==> config.mk <==
export PLATFORM = sky130hd
export DESIGN_NAME = uart_mmio_bridge
export DESIGN_NICKNAME = d
export VERILOG_FILES = /design/src/rtl/uart_mmio_bridge.sv
export SDC_FILE = /design/constraint.sdc
export NUM_CORES = 1
export LEC_CHECK = 0
export ABC_AREA = 1
export CORE_MARGIN = 8
export CORE_UTILIZATION = 52
export DETAILED_ROUTE_END_ITERATION = 10
export HOLD_SLACK_MARGIN = 0.15
export PLACE_DENSITY_LB_ADDON = 0.1
export RECOVER_POWER = 25
export SETUP_SLACK_MARGIN = 0.15
export SLEW_MARGIN = 20
export SYNTH_ARGS = -nofsm -noshare
export SYNTH_HDL_FRONTEND = slang
export SYNTH_SLANG_ARGS = --single-unit
==> constraint.sdc <==
create_clock -name clock -period 5.38 [get_ports clock]
set_clock_uncertainty 0.1 [all_clocks]
set_input_delay 1.076 -clock clock [delete_from_list [all_inputs] [get_ports clock]]
set_output_delay 1.076 -clock clock [all_outputs]
set_load 0.01 [all_outputs]
==> src/rtl/uart_mmio_bridge.sv <==
// Memory-mapped register front end between the CPU data port and the UART block.
// Stores to TXDATA become one-cycle send pulses; received bytes wait in a small queue popped by loads.
module uart_mmio_bridge #(
   parameter int RX_DEPTH = 4,
   parameter int RX_AW    = 2
) (
   input  logic        clock,
   input  logic        reset_n,
   input  logic [3:0]  mem_addr,
   input  logic        mem_we,
   input  logic        mem_re,
   input  logic [31:0] mem_wdata,
   output logic [31:0] mem_rdata,
   output logic        mem_rvalid,
   output logic        uart_send,
   output logic [7:0]  uart_data_in,
   output logic [1:0]  uart_parity_type,
   output logic [1:0]  uart_baud_rate,
   input  logic        uart_tx_fifo_full,
   input  logic        uart_tx_fifo_empty,
   input  logic        uart_tx_active,
   input  logic        uart_rx_done,
   input  logic [7:0]  uart_rx_data,
   input  logic [2:0]  uart_error_flag,
   output logic        irq
);
   localparam logic [1:0] REG_TXDATA = 2'd0;
   localparam logic [1:0] REG_RXDATA = 2'd1;
   localparam logic [1:0] REG_STATUS = 2'd2;
   localparam logic [1:0] REG_CTRL   = 2'd3;

   logic             send_q, send_d;
   logic [7:0]       data_in_q, data_in_d;
   logic [5:0]       ctrl_q, ctrl_d;
   logic             rx_overrun_q, rx_overrun_d;
   logic             tx_overflow_q, tx_overflow_d;
   logic             rx_error_q, rx_error_d;
   logic             rx_done_prev_q;
   logic [RX_AW-1:0] wr_ptr_q, rd_ptr_q;
   logic [RX_AW:0]   count_q, count_d;
   logic [31:0]      rdata_q, rdata_d;
   logic             rvalid_q, irq_q, irq_d;
   logic [10:0]      rx_mem [RX_DEPTH];

   logic [1:0]  sel;
   logic        wr_en, rd_en, push, pop, push_ok, rx_avail, rx_full;
   logic        tx_accept, tx_drop, overrun_set;
   logic [31:0] status;
   logic        unused_bits;

   assign sel         = mem_addr[3:2];
   assign wr_en       = mem_we;
   // A store in the same cycle wins; the load is dropped entirely.
   assign rd_en       = mem_re & ~mem_we;
   assign rx_avail    = (count_q != '0);
   assign rx_full     = (count_q == (RX_AW+1)'(RX_DEPTH));
   assign push        = uart_rx_done & ~rx_done_prev_q;
   assign pop         = rd_en && (sel == REG_RXDATA) && rx_avail;
   assign push_ok     = push && (!rx_full || pop);
   assign overrun_set = push && rx_full && !pop;
   assign tx_accept   = wr_en && (sel == REG_TXDATA) && !uart_tx_fifo_full;
   assign tx_drop     = wr_en && (sel == REG_TXDATA) && uart_tx_fifo_full;
   assign count_d     = count_q + (RX_AW+1)'(push_ok) - (RX_AW+1)'(pop);
   assign unused_bits = ^{mem_addr[1:0], mem_wdata[31:8]};

   assign status = {24'b0, rx_error_q, tx_overflow_q, rx_overrun_q, rx_full, rx_avail,
                    uart_tx_active, uart_tx_fifo_empty, uart_tx_fifo_full};

   always_comb begin
      send_d        = tx_accept;
      data_in_d     = tx_accept ? mem_wdata[7:0] : data_in_q;
      ctrl_d        = (wr_en && sel == REG_CTRL) ? mem_wdata[5:0] : ctrl_q;
      rx_overrun_d  = rx_overrun_q;
      tx_overflow_d = tx_overflow_q;
      rx_error_d    = rx_error_q;
      if (wr_en && sel == REG_STATUS) begin
         if (mem_wdata[5]) rx_overrun_d  = 1'b0;
         if (mem_wdata[6]) tx_overflow_d = 1'b0;
         if (mem_wdata[7]) rx_error_d    = 1'b0;
      end
      // Set events are applied last so they win over a same-cycle clear.
      if (overrun_set)                   rx_overrun_d  = 1'b1;
      if (tx_drop)                       tx_overflow_d = 1'b1;
      if (push && uart_error_flag != '0) rx_error_d    = 1'b1;
   end

   always_comb begin
      rdata_d = rdata_q;
      if (rd_en) begin
         case (sel)
            REG_RXDATA: rdata_d = rx_avail ? {1'b1, 20'b0, rx_mem[rd_ptr_q]} : 32'b0;
            REG_STATUS: rdata_d = status;
            REG_CTRL:   rdata_d = {26'b0, ctrl_q};
            default:    rdata_d = 32'b0;
         endcase
      end
   end

   assign irq_d = (ctrl_q[4] & rx_avail) | (ctrl_q[5] & uart_tx_fifo_empty & ~uart_tx_active)
                | rx_overrun_q | rx_error_q;

   always_ff @(posedge clock) begin
      if (push_ok) rx_mem[wr_ptr_q] <= {uart_error_flag, uart_rx_data};
   end

   always_ff @(posedge clock or negedge reset_n) begin
      if (!reset_n) begin
         send_q         <= 1'b0;
         data_in_q      <= '0;
         ctrl_q         <= '0;
         rx_overrun_q   <= 1'b0;
         tx_overflow_q  <= 1'b0;
         rx_error_q     <= 1'b0;
         rx_done_prev_q <= 1'b0;
         wr_ptr_q       <= '0;
         rd_ptr_q       <= '0;
         count_q        <= '0;
         rdata_q        <= '0;
         rvalid_q       <= 1'b0;
         irq_q          <= 1'b0;
      end else begin
         send_q         <= send_d;
         data_in_q      <= data_in_d;
         ctrl_q         <= ctrl_d;
         rx_overrun_q   <= rx_overrun_d;
         tx_overflow_q  <= tx_overflow_d;
         rx_error_q     <= rx_error_d;
         rx_done_prev_q <= uart_rx_done;
         if (push_ok) wr_ptr_q <= wr_ptr_q + 1'b1;
         if (pop)     rd_ptr_q <= rd_ptr_q + 1'b1;
         count_q        <= count_d;
         rdata_q        <= rdata_d;
         rvalid_q       <= rd_en;
         irq_q          <= irq_d;
      end
   end

   assign mem_rdata        = rdata_q;
   assign mem_rvalid       = rvalid_q;
   assign uart_send        = send_q;
   assign uart_data_in     = data_in_q;
   assign uart_parity_type = ctrl_q[1:0];
   assign uart_baud_rate   = ctrl_q[3:2];
   assign irq              = irq_q;
endmodule

==> results of run 1 <==
-- area by class of cell --
cell class / count / area, um^2
well taps: 99 / 124
fillers: 606 / 2600
clock buffers: 12 / 155
inverters: 61 / 230
multi-input cells: 240 / 1100
clock inverters: 4 / 95.1
repair buffers: 56 / 552
flip-flops and latches: 84 / 2320
-- per-stage QoR --
step                instance area [um^2]  hold slack (ns)  setup slack [ns]  cells
CTS                                 4570            0.393              2.02    556
finish                              4580            0.386              2.08    556
detailed placement                  4320            0.372              1.68    540
global route                        4580            0.413              1.92    556
floorplan                           3880            0.353              2.59    419
global placement                    4320            0.363              1.70    540
-- final timing paths --
check,cells after the start,start,slack [ns],to
min,2,uart_data_in[4],0.39,uart_data_in[4]
min in group asynchronous,1,reset_n,1.22,uart_data_in[2]
min reg2reg,2,uart_data_in[4],0.39,uart_data_in[4]
max in group asynchronous,1,reset_n,2.74,wr_ptr_q[1]
max,7,mem_we,2.08,rx_mem[2][0]
max reg2reg,3,rx_done_prev_q,3.11,rx_mem[2][0]
-- kinds of logic (layout without fill, tap and decap cells) --
group / after synthesis / in the layout / synth area share, %
AND/OR/NAND/NOR: 181 / 181 / 19.3
buffers and inverters: 95 / 133 / 12.1
flip-flops: 84 / 84 / 61.0
AO/OA/AOI/OAI: 30 / 30 / 4.47
adder cells (fa/ha/maj): 7 / 7 / 2.50
XOR/XNOR: 2 / 2 / 0.460
other: 1 / 20 / 0.0986
-- sequential cells by signal, indices dropped and copies added, names as in the netlist --
| name | flops |
|---|---|
| mem_rdata | 12 |
| ctrl_q | 6 |
| rx_error_q | 1 |
| tx_overflow_q | 1 |
| uart_data_in | 8 |
| irq | 1 |
| rx_overrun_q | 1 |
| wr_ptr_q | 2 |
| rx_done_prev_q | 1 |
| count_q | 3 |
| mem_rvalid | 1 |
| uart_send | 1 |
| rd_ptr_q | 2 |
| rx_mem | 44 |
-- routing by layer --
| metal | up-vias | global-route usage [%] | part of all wire, % |
|---|---|---|---|
| met1 | 1250 | 19.8 | 43 |
| met5 | - | 0 | 0 |
| li1 | 1312 | - | - |
| met4 | 0 | 9.05 | 2.3 |
| met3 | 15 | 3.23 | 6.0 |
| met2 | 70 | 25.5 | 49 |
-- tightest hold or removal path, cell delays in order, from the launching register on --
cell and delay [ns]:
dfrtp_1 0.34, nand2_1 0.05, o21ai_0 0.06
-- synth_stat cells --
cell type and n:
a21oi_1 1, a21oi_4 1, buf_2 7, buf_4 24
clkbuf_1 2, clkbuf_4 1, clkinv_2 1, conb_1 1
dfrtp_1 40, edfxtp_1 44, fa_1 1, ha_1 6
inv_1 58, inv_2 2, nand2_1 136, nand2_4 1
nand3_1 31, nor2_1 11, nor2_2 1, nor2_4 1
o21a_1 1, o21ai_0 23, o21ai_1 2, o311ai_0 1
o31ai_1 1, xnor2_1 1, xor2_1 1
-- report_power, final --
part / switching, uW / internal, uW
combinational: 298 / 210
sequential: 105 / 789
clock: 215 / 333
total: 618 / 1330
==> impl_results.md, run 1 <==
- Cell count after synthesis: 400
- Setup TNS: 0 ns
- Initial drt markers: 129
- Core Box Area: 0.00718 mm^2
- Drt pass-1 iters: 5
- Synth area leader: edfxtp_1
- PostCTS Resize Cnt: 0
- Mean post-synth cell area: 9.51 um^2
- Routability cong.: 0.751
- First-pass GRT wire length: 12500 um
- Die Span X: 102 um
- Htree depth: 3
- Antenna-violating nets left: 0
- MaxCap Viol Count: 1
- Layout cells sized above 1: 5.69%
- Synth Register Bits: 84
- Grt ovf: 0
- Commonest non-fill, non-tap cells in the layout: nand2_1, inv_1, edfxtp_1, clkdlybuf4s50_1, dfrtp_1
- Largest stage delay on the critical path: 0.85 ns
- RSZ-0062 raised after global routing: no
- Area contributors post-synth: edfxtp_1, dfrtp_1, nand2_1, inv_1, buf_4
- Initial antenna violation count: 0
- Number of setup buffers added after CTS: 0
- Post-synthesis sequential area ratio: 61.0%
- Commonest non-fill, non-tap cell in the layout: nand2_1
- CTS tree: built
- Critical Path Slowest Stage Cell: nor2_1
- DR DRC count: 0
- Critical Path RT: 5.26 ns
- Largest net degree at the start of global routing: 41
- Yosys warning count: 0
- HP Class: register to register
- Setup violators final: 0
- Deepest clock path buffer count: 2
- GRT Overall Usage: 16.0%
- Power per Cell Area: 426 mW/mm^2
- Hold_buf cts: 0
- TritonCTS Sinks: 84
- WP buf/inv: 2
- Period utilization: 61.4%
- I/O Pins: 102
- Fin util: 63.8%
- Slew HR: -41.4%
- Initial Utilization: 53.0%
- Worst-Margin Slew: 2.12 ns
- CP Data Arrival Time: 3.18 ns
- Failing checks: max-capacitance violations, max-slew violations
- Maximum VDD drop: 0.262 mV
- Via count: 2647
- Mapped Area: 0.00380 mm^2
- Die Ht: 102 um
- Clock root buffer master: clkbuf_8
- Final Max Tran Viols: 41
- Area Growth Syn to Fin: 20.4%
- Vias per inst: 4.76
- IO Port Bufs: 55
- Wire per inst: 13.9 um
- # diodes: 0
- Num rows: 31
- Final HPWL DP: 5460 um
- LEAKAGE: 0.00215 uW
- Tot Pwr: 1950 uW
- Final Critical Period: 3.30 ns
- Clock Latency Late Sink: 0.36 ns
- Final nets: 514
- Yosys top cell area share: 34.7%
- Peak Freq: 303 MHz
- Final WL: 7740 um
- CP Max Fanout: 12
- Vias in the first global route: 2579
- Startpoint Class: primary input
- Die ar.: 0.0103 mm^2
- CP cell instances: clkdlybuf4s50_1 > nor2_1 > buf_4 > nand3_1 > nand3_1 > nand2_1 > nor2_1
- Worst-path clk slew: 0.08 ns
- Status: complete, but fails checks
- Worst setup EP type: register
- WS Path Type: primary input to register
- Final hold vios: 0
- Netlist cell types: 27
- CTS buffer count: 9
- Largest delay share family, worst path: simple AND/OR/NAND/NOR gates
No activity file was read; power rests on OpenSTA's default activity.
==> run 2, diff against run 1 <==
--- a/config.mk
+++ b/config.mk
@@ -7,7 +7,7 @@
 export LEC_CHECK = 0
 export ABC_AREA = 1
 export CORE_MARGIN = 8
-export CORE_UTILIZATION = 52
+export CORE_UTILIZATION = 48
 export DETAILED_ROUTE_END_ITERATION = 10
 export HOLD_SLACK_MARGIN = 0.15
 export PLACE_DENSITY_LB_ADDON = 0.1
==> constraint.sdc (replaced) <==
create_clock -name clock -period 3.2 [get_ports clock]
set_clock_uncertainty 0.1 [all_clocks]
set_input_delay 0.64 -clock clock [delete_from_list [all_inputs] [get_ports clock]]
set_output_delay 0.64 -clock clock [all_outputs]
set_load 0.01 [all_outputs]
==> run 2 against run 1 <==
  * The run still ends with max-capacitance violations, max-slew violations left
  * Clock power is 25% higher
  * Register-to-register slack lost 2.1 ns
  * Critical path type unchanged
  * Count of clock-buffer cells in the layout decreased by 2
  * Power grew 56%
  * Utilization is 4.6 points lower
  * Critical endpoint is now count_q[2]
  * Combinational power grew 79%
  * Sequential power increased by 63%
  * Global-route usage fell by 1.3 points
==> impl_results.md, run 2 (synthesis results as in run 1) <==
- # diodes: 0 (unchanged)
- Power per Cell Area: 670 mW/mm^2 (was 426 mW/mm^2)
- IO Port Bufs: 55 (unchanged)
- Status: complete, but fails checks (unchanged)
- Critical Path Slowest Stage Cell: clkdlybuf4s50_1 (was nor2_1)
- Final Critical Period: 2.62 ns
- Worst-Margin Slew: 2.12 ns (about the same)
- GR Layer Usage met1: 17.4% (was 19.8%)
- WS Path Type: primary input to register (unchanged)
- RSZ-0062 raised after global routing: no (unchanged)
- CTS buffer count: 9 (unchanged)
- Clock Latency Late Sink: 0.36 ns (about the same)
- Switch Pwr: 1050 uW (was 618 uW)
- I/O Pins: 102 (unchanged)
- Area of the multi-input gates: 0.00109 mm^2 (was 0.00110 mm^2)
- DR DRC count: 0 (unchanged)
- Core Box Area: 0.00769 mm^2 (was 0.00718 mm^2)
- Final HPWL DP: 5610 um (was 5460 um)
- Drt pass-1 iters: 4 (was 5)
- DP Area: 0.00438 mm^2 (was 0.00432 mm^2)
- Vias per inst: 4.63 (was 4.76)
- Worst-path clk slew: 0.08 ns (about the same)
- First-pass GRT wire length: 12900 um (was 12500 um)
- Slew HR: -41.6% (was -41.4%)
- Area Growth Syn to Fin: 19.7% (was 20.4%)
- Hold_ws: 0.389 ns (was 0.386 ns)
- Deepest clock path buffer count: 2 (unchanged)
- Comb power frac: 29.8% (was 26.1%)
- Worst setup EP type: register (unchanged)
- TritonCTS Sinks: 84 (unchanged)
- Hold_buf cts: 0 (unchanged)
- Peak Freq: 382 MHz
- Register area: 0.00232 mm^2 (unchanged)
- Htree depth: 3 (unchanged)
- Setup violators final: 0 (unchanged)
- Layout cells sized above 1: 6.47% (was 5.69%)
- Routability cong.: 0.791 (was 0.751)
- Number of setup buffers added after CTS: 0 (unchanged)
- Commonest non-fill, non-tap cell in the layout: nand2_1 (unchanged)
- CP Data Arrival Time: 2.75 ns (was 3.18 ns)
- Sequential power share: 47.8% (was 45.8%)
- Global route hottest layer: met2 (unchanged)
- HP Class: register to register (unchanged)
- Clock share of power: 22.4% (was 28.1%)
- Top reg by flops: rx_mem (unchanged)
- Final hold vios: 0 (unchanged)
- Vias in the first global route: 2658 (was 2579)
- Wire per inst: 13.9 um (about the same)
- Antenna-violating nets left: 0 (unchanged)
- Pint: 2000 uW (was 1330 uW)
- Initial Utilization: 49.5% (was 53.0%)
- Met2 GRT Util: 23.9% (was 25.5%)
- Critical Path RT: 3.34 ns (was 5.26 ns)
- Max reg flops: 44 (unchanged)
- Maximum VDD drop: 0.452 mV (was 0.262 mV)
- Clock root buffer master: clkbuf_8 (unchanged)
- Final nets: 521 (was 514)
- Largest stage delay on the critical path: 0.48 ns (was 0.85 ns)
- Grt ovf: 0 (unchanged)
- LEAKAGE: 0.00215 uW (about the same)
- Fin area: 0.00455 mm^2 (was 0.00458 mm^2)
- Met3 Use GR: 4.30% (was 3.23%)
- Period utilization: 81.7%
- Initial antenna violation count: 0 (unchanged)
- CP cell instances: clkdlybuf4s50_1 > nor2_1 > nand3_1 > nand3_1 > nand2_1 > ha_1 > inv_1 > ha_1 > fa_1 > xor2_1 (was clkdlybuf4s50_1 > nor2_1 > buf_4 > nand3_1 > nand3_1 > nand2_1 > nor2_1)
- Largest net degree at the start of global routing: 41 (unchanged)
- Die Ht: 105 um (was 102 um)
- Num rows: 32 (was 31)
- Initial drt markers: 111 (was 129)
- Final Max Tran Viols: 41 (unchanged)
- GRT Overall Usage: 14.7% (was 16.0%)
- Startpoint Class: primary input (unchanged)
- Commonest non-fill, non-tap cells in the layout: nand2_1, inv_1, edfxtp_1, clkdlybuf4s50_1, dfrtp_1 (unchanged)
- Switching share of power: 34.5% (was 31.7%)
- MaxCap Viol Count: 1 (unchanged)
- Setup TNS: 0 ns (unchanged)
- Final WL: 7840 um (was 7740 um)
- Fillers: 656 (was 606)
- Via count: 2618 (was 2647)
- Die Span X: 105 um (was 102 um)
- Die ar.: 0.0110 mm^2 (was 0.0103 mm^2)
- Fin util: 59.2% (was 63.8%)
- CTS tree: built (unchanged)
- CP Max Fanout: 7 (was 12)
- PostCTS Resize Cnt: 0 (unchanged)
- Failing checks: max-capacitance violations, max-slew violations (unchanged)
## run 2: changes by cell type in the layout (fill, tap and decap cells not counted), sizes merged
| cell | before | now |
|---|---|---|
| buf | 1 | 8 |
| bufinv | 3 | 0 |
| clkinv | 2 | 4 |
| clkinvlp | 0 | 2 |
| clkbuf | 13 | 11 |
| inv | 60 | 61 |
## run 2: final timing paths
kind | from | slack [ns] | to | cells after the start
min in group asynchronous | reset_n | 0.78 | uart_data_in[1] | 1
max reg2reg | count_q[1] | 1.05 | count_q[2] | 9
max in group asynchronous | reset_n | 0.99 | wr_ptr_q[1] | 1
min reg2reg | ctrl_q[5] | 0.39 | ctrl_q[5] | 2
min | ctrl_q[5] | 0.39 | ctrl_q[5] | 2
max | mem_we | 0.58 | count_q[2] | 10
## run 2: critical path: cells and delay by family
family	cells	cell delay [ns]
xor+xnor	1	0.16
fa+ha+maj	3	0.88
buf+inv	2	0.52
simple gates	4	0.55
## run 2: metal layers
metal	wire [um]	share of wire, %
met1	3450	44
met2	3720	47
met3	488	6.2
met4	182	2.3
met5	0	0
## run 2: final cells by class
class	instances	area share, %
Clock buffer	10	3.02
Multi-Input combinational cell	240	24.0
Clock inverter	6	0.824
Sequential cell	84	51.0
Tap cell	102	2.80
Inverter	61	5.06
Timing Repair Buffer	63	13.3
## run 2: power groups by stage
stage | sequential [uW] | clock (uW) | combinational (uW)
2_1_floorplan | 1470 | 0 | 586
3_3_place_gp | 1480 | 0 | 902
3_5_place_dp | 1480 | 0 | 926
4_1_cts | 1460 | 695 | 930
5_1_grt | 1480 | 730 | 1030
6_report | 1460 | 684 | 908
## run 2: stage by stage
step,power (uW),std cells,setup WS (ns)
after floorplan,2060,419,0.842
after detailed placement,2410,550,0.195
after global routing,3250,566,0.409
final,3050,566,0.584
after CTS,3080,566,0.569
after global placement,2380,550,0.219
==> run 3, diff against run 2 <==
==> constraint.sdc (replaced) <==
create_clock -name clock -period 2.74 [get_ports clock]
set_clock_uncertainty 0.1 [all_clocks]
set_input_delay 0.548 -clock clock [delete_from_list [all_inputs] [get_ports clock]]
set_output_delay 0.548 -clock clock [all_outputs]
set_load 0.01 [all_outputs]
==> run 3 against run 2 <==
  * The flow now finishes without violations
  * Power increased by 19%
  * Flip-flop and latch count unchanged
  * Clock power increased by 24%
  * Utilization increased by 0.83 points
  * Critical path type unchanged
  * Critical endpoint unchanged
==> impl_results.md, run 3 (synthesis results as in run 1) <==
- Layout cells sized above 1: 7.66% (was 6.47%)
- Antenna-violating nets left: 0 (unchanged)
- Initial Utilization: 49.5% (unchanged)
- Setup violators final: 0 (unchanged)
- Htree depth: 3 (unchanged)
- Finished Layout Cells: 572 (was 566)
- Peak Freq: 426 MHz
- Clock share of power: 23.4% (was 22.4%)
- Final HPWL DP: 5580 um (was 5610 um)
- Status: completed (was complete, but fails checks)
- Fin area: 0.00462 mm^2 (was 0.00455 mm^2)
- Clock root buffer master: clkbuf_8 (unchanged)
- Pint: 2410 uW (was 2000 uW)
- Worst setup EP type: register (unchanged)
- Worst-path clk slew: 0.08 ns (about the same)
- Largest delay share family, worst path: adder cells (unchanged)
- RR Startpoint: count_q[1] (unchanged)
- GRT Overall Usage: 14.8% (was 14.7%)
- Via count: 2668 (was 2618)
- Critical Path RT: 2.87 ns (was 3.34 ns)
- Comb power frac: 29.7% (was 29.8%)
- Deepest clock path buffer count: 2 (unchanged)
- Routability cong.: 0.788 (was 0.791)
- Power per Cell Area: 787 mW/mm^2 (was 670 mW/mm^2)
- Final Critical Period: 2.35 ns
- Worst-Margin Slew: 0.893 ns (was 2.12 ns)
- HP Class: primary input to async pin (was register to register)
- LEAKAGE: 0.00218 uW (was 0.00215 uW)
- RSZ-0062 raised after global routing: no (unchanged)
- MaxCap Viol Count: 0 (was 1)
- Maximum VDD drop: 0.341 mV (was 0.452 mV)
- Slew HR: 40.5% (was -41.6%)
- GR Layer Usage met1: 17.9% (was 17.4%)
- Switching share of power: 33.6% (was 34.5%)
- CP Max Fanout: 2 (was 7)
- WP buf/inv: 3 (was 2)
- Fillers: 636 (was 656)
- PostCTS Resize Cnt: 0 (unchanged)
- Die Span X: 105 um (unchanged)
- Largest net degree at the start of global routing: 41 (unchanged)
- Commonest non-fill, non-tap cell in the layout: nand2_1 (unchanged)
- TritonCTS Sinks: 84 (unchanged)
- Initial antenna violation count: 0 (unchanged)
- Switch Pwr: 1220 uW (was 1050 uW)
- Final nets: 527 (was 521)
- Reg2Reg Capture Point: count_q[2] (unchanged)
- Max reg flops: 44 (unchanged)
- Final WL: 7800 um (was 7840 um)
- Area Growth Syn to Fin: 21.3% (was 19.7%)
- CP Data Arrival Time: 2.48 ns (was 2.75 ns)
- Critical Path Slowest Stage Cell: clkdlybuf4s50_1 (unchanged)
- R2R depth: 9 (unchanged)
- I/O Pins: 102 (unchanged)
- Core Box Area: 0.00769 mm^2 (unchanged)
- First-pass GRT wire length: 13000 um (was 12900 um)
- Initial drt markers: 128 (was 111)
- Final hold vios: 0 (unchanged)
- CTS buffer count: 9 (unchanged)
- Setup TNS: 0 ns (unchanged)
- Vias in the first global route: 2676 (was 2658)
- Number of setup buffers added after CTS: 0 (unchanged)
- Clock Latency Late Sink: 0.34 ns (was 0.36 ns)
- Final Max Tran Viols: 0 (was 41)
- Top reg by flops: rx_mem (unchanged)
- Sequential power share: 46.9% (was 47.8%)
- CTS tree: built (unchanged)
- DP Area: 0.00442 mm^2 (was 0.00438 mm^2)
- Grt ovf: 0 (unchanged)
- Die Ht: 105 um (unchanged)
- Commonest non-fill, non-tap cells in the layout: nand2_1, inv_1, edfxtp_1, clkdlybuf4s50_1, dfrtp_1 (unchanged)
- DR DRC count: 0 (unchanged)
- Num rows: 32 (unchanged)
- IO Port Bufs: 55 (unchanged)
- # diodes: 0 (unchanged)
- CP cell instances: clkdlybuf4s50_1 > inv_1 > nor2_1 > nand3_1 > nand3_1 > nand2_1 > ha_1 > inv_1 > ha_1 > fa_1 > xor2_1 (was clkdlybuf4s50_1 > nor2_1 > nand3_1 > nand3_1 > nand2_1 > ha_1 > inv_1 > ha_1 > fa_1 > xor2_1)
- Period utilization: 85.7%
- Wire per inst: 13.6 um (was 13.9 um)
- Met2 GRT Util: 23.2% (was 23.9%)
- Die ar.: 0.0110 mm^2 (unchanged)
- R2r setup slk: 0.65 ns (was 1.05 ns)
- Largest stage delay on the critical path: 0.45 ns (was 0.48 ns)
- WS Path Type: primary input to register (unchanged)
- Global route hottest layer: met2 (unchanged)
- Met3 Use GR: 4.61% (was 4.30%)
- Hold_buf cts: 0 (unchanged)
- Drt pass-1 iters: 4 (unchanged)
- Placed insts: 556 (was 550)
- Startpoint Class: primary input (unchanged)
- Vias per inst: 4.66 (was 4.63)
==> run 3: cell count changes in the layout (fill, tap and decap cells not counted) <==
cell        change
buf_4           +6
clkinvlp_4      +1
buf_2           +1
clkinv_2        -2
clkinv_4        +1
bufinv_16       +1
inv_6           -1
clkbuf_8        -1
==> run 3: worst max-delay path by stage <==
stage            from         end  slack (ns)  cells after the start
3_3_place_gp   mem_re  count_q[2]        0.02                     11
6_report       mem_re  count_q[2]        0.39                     11
5_1_grt        mem_re  count_q[2]        0.30                     11
2_1_floorplan  mem_re  count_q[2]        0.47                     10
4_1_cts        mem_re  count_q[2]        0.40                     11
3_5_place_dp   mem_re  count_q[2]        0.02                     11
==> run 3: per-layer routing <==
layer	wire length, um	part of all wire (%)
met4	107	1.4
met2	3760	48
met1	3420	44
met5	0	0
met3	506	6.5
==> run 3: power groups by stage <==
stage          registers [uW]  logic (uW)  clock network (uW)
2_1_floorplan            1720         684                   0
3_3_place_gp             1720        1070                   0
3_5_place_dp             1730        1100                   0
4_1_cts                  1700        1100                 877
5_1_grt                  1730        1220                 919
6_report                 1710        1080                 850
==> run 3: area by class of cell <==
class | instances | area [um^2] | share of cell area, %
clock buffer | 10 | 128 | 2.76
clock inverter | 6 | 65.1 | 1.41
inverter | 61 | 230 | 4.99
multi-input combinational | 240 | 1090 | 23.7
sequential | 84 | 2320 | 50.3
tap | 102 | 128 | 2.76
timing repair buffer | 69 | 651 | 14.1
==> run 3: stage by stage <==
stage               total power, uW  utilization (%)  hold slack (ns)  setup WS [ns]
finish                         3630             60.1            0.217          0.393
global route                   3880             60.1            0.286          0.299
CTS                            3680             60.1            0.243          0.404
detailed placement             2830             57.6            0.364         0.0232
global placement               2790             57.6            0.363         0.0167
floorplan                      2400                -            0.152          0.474
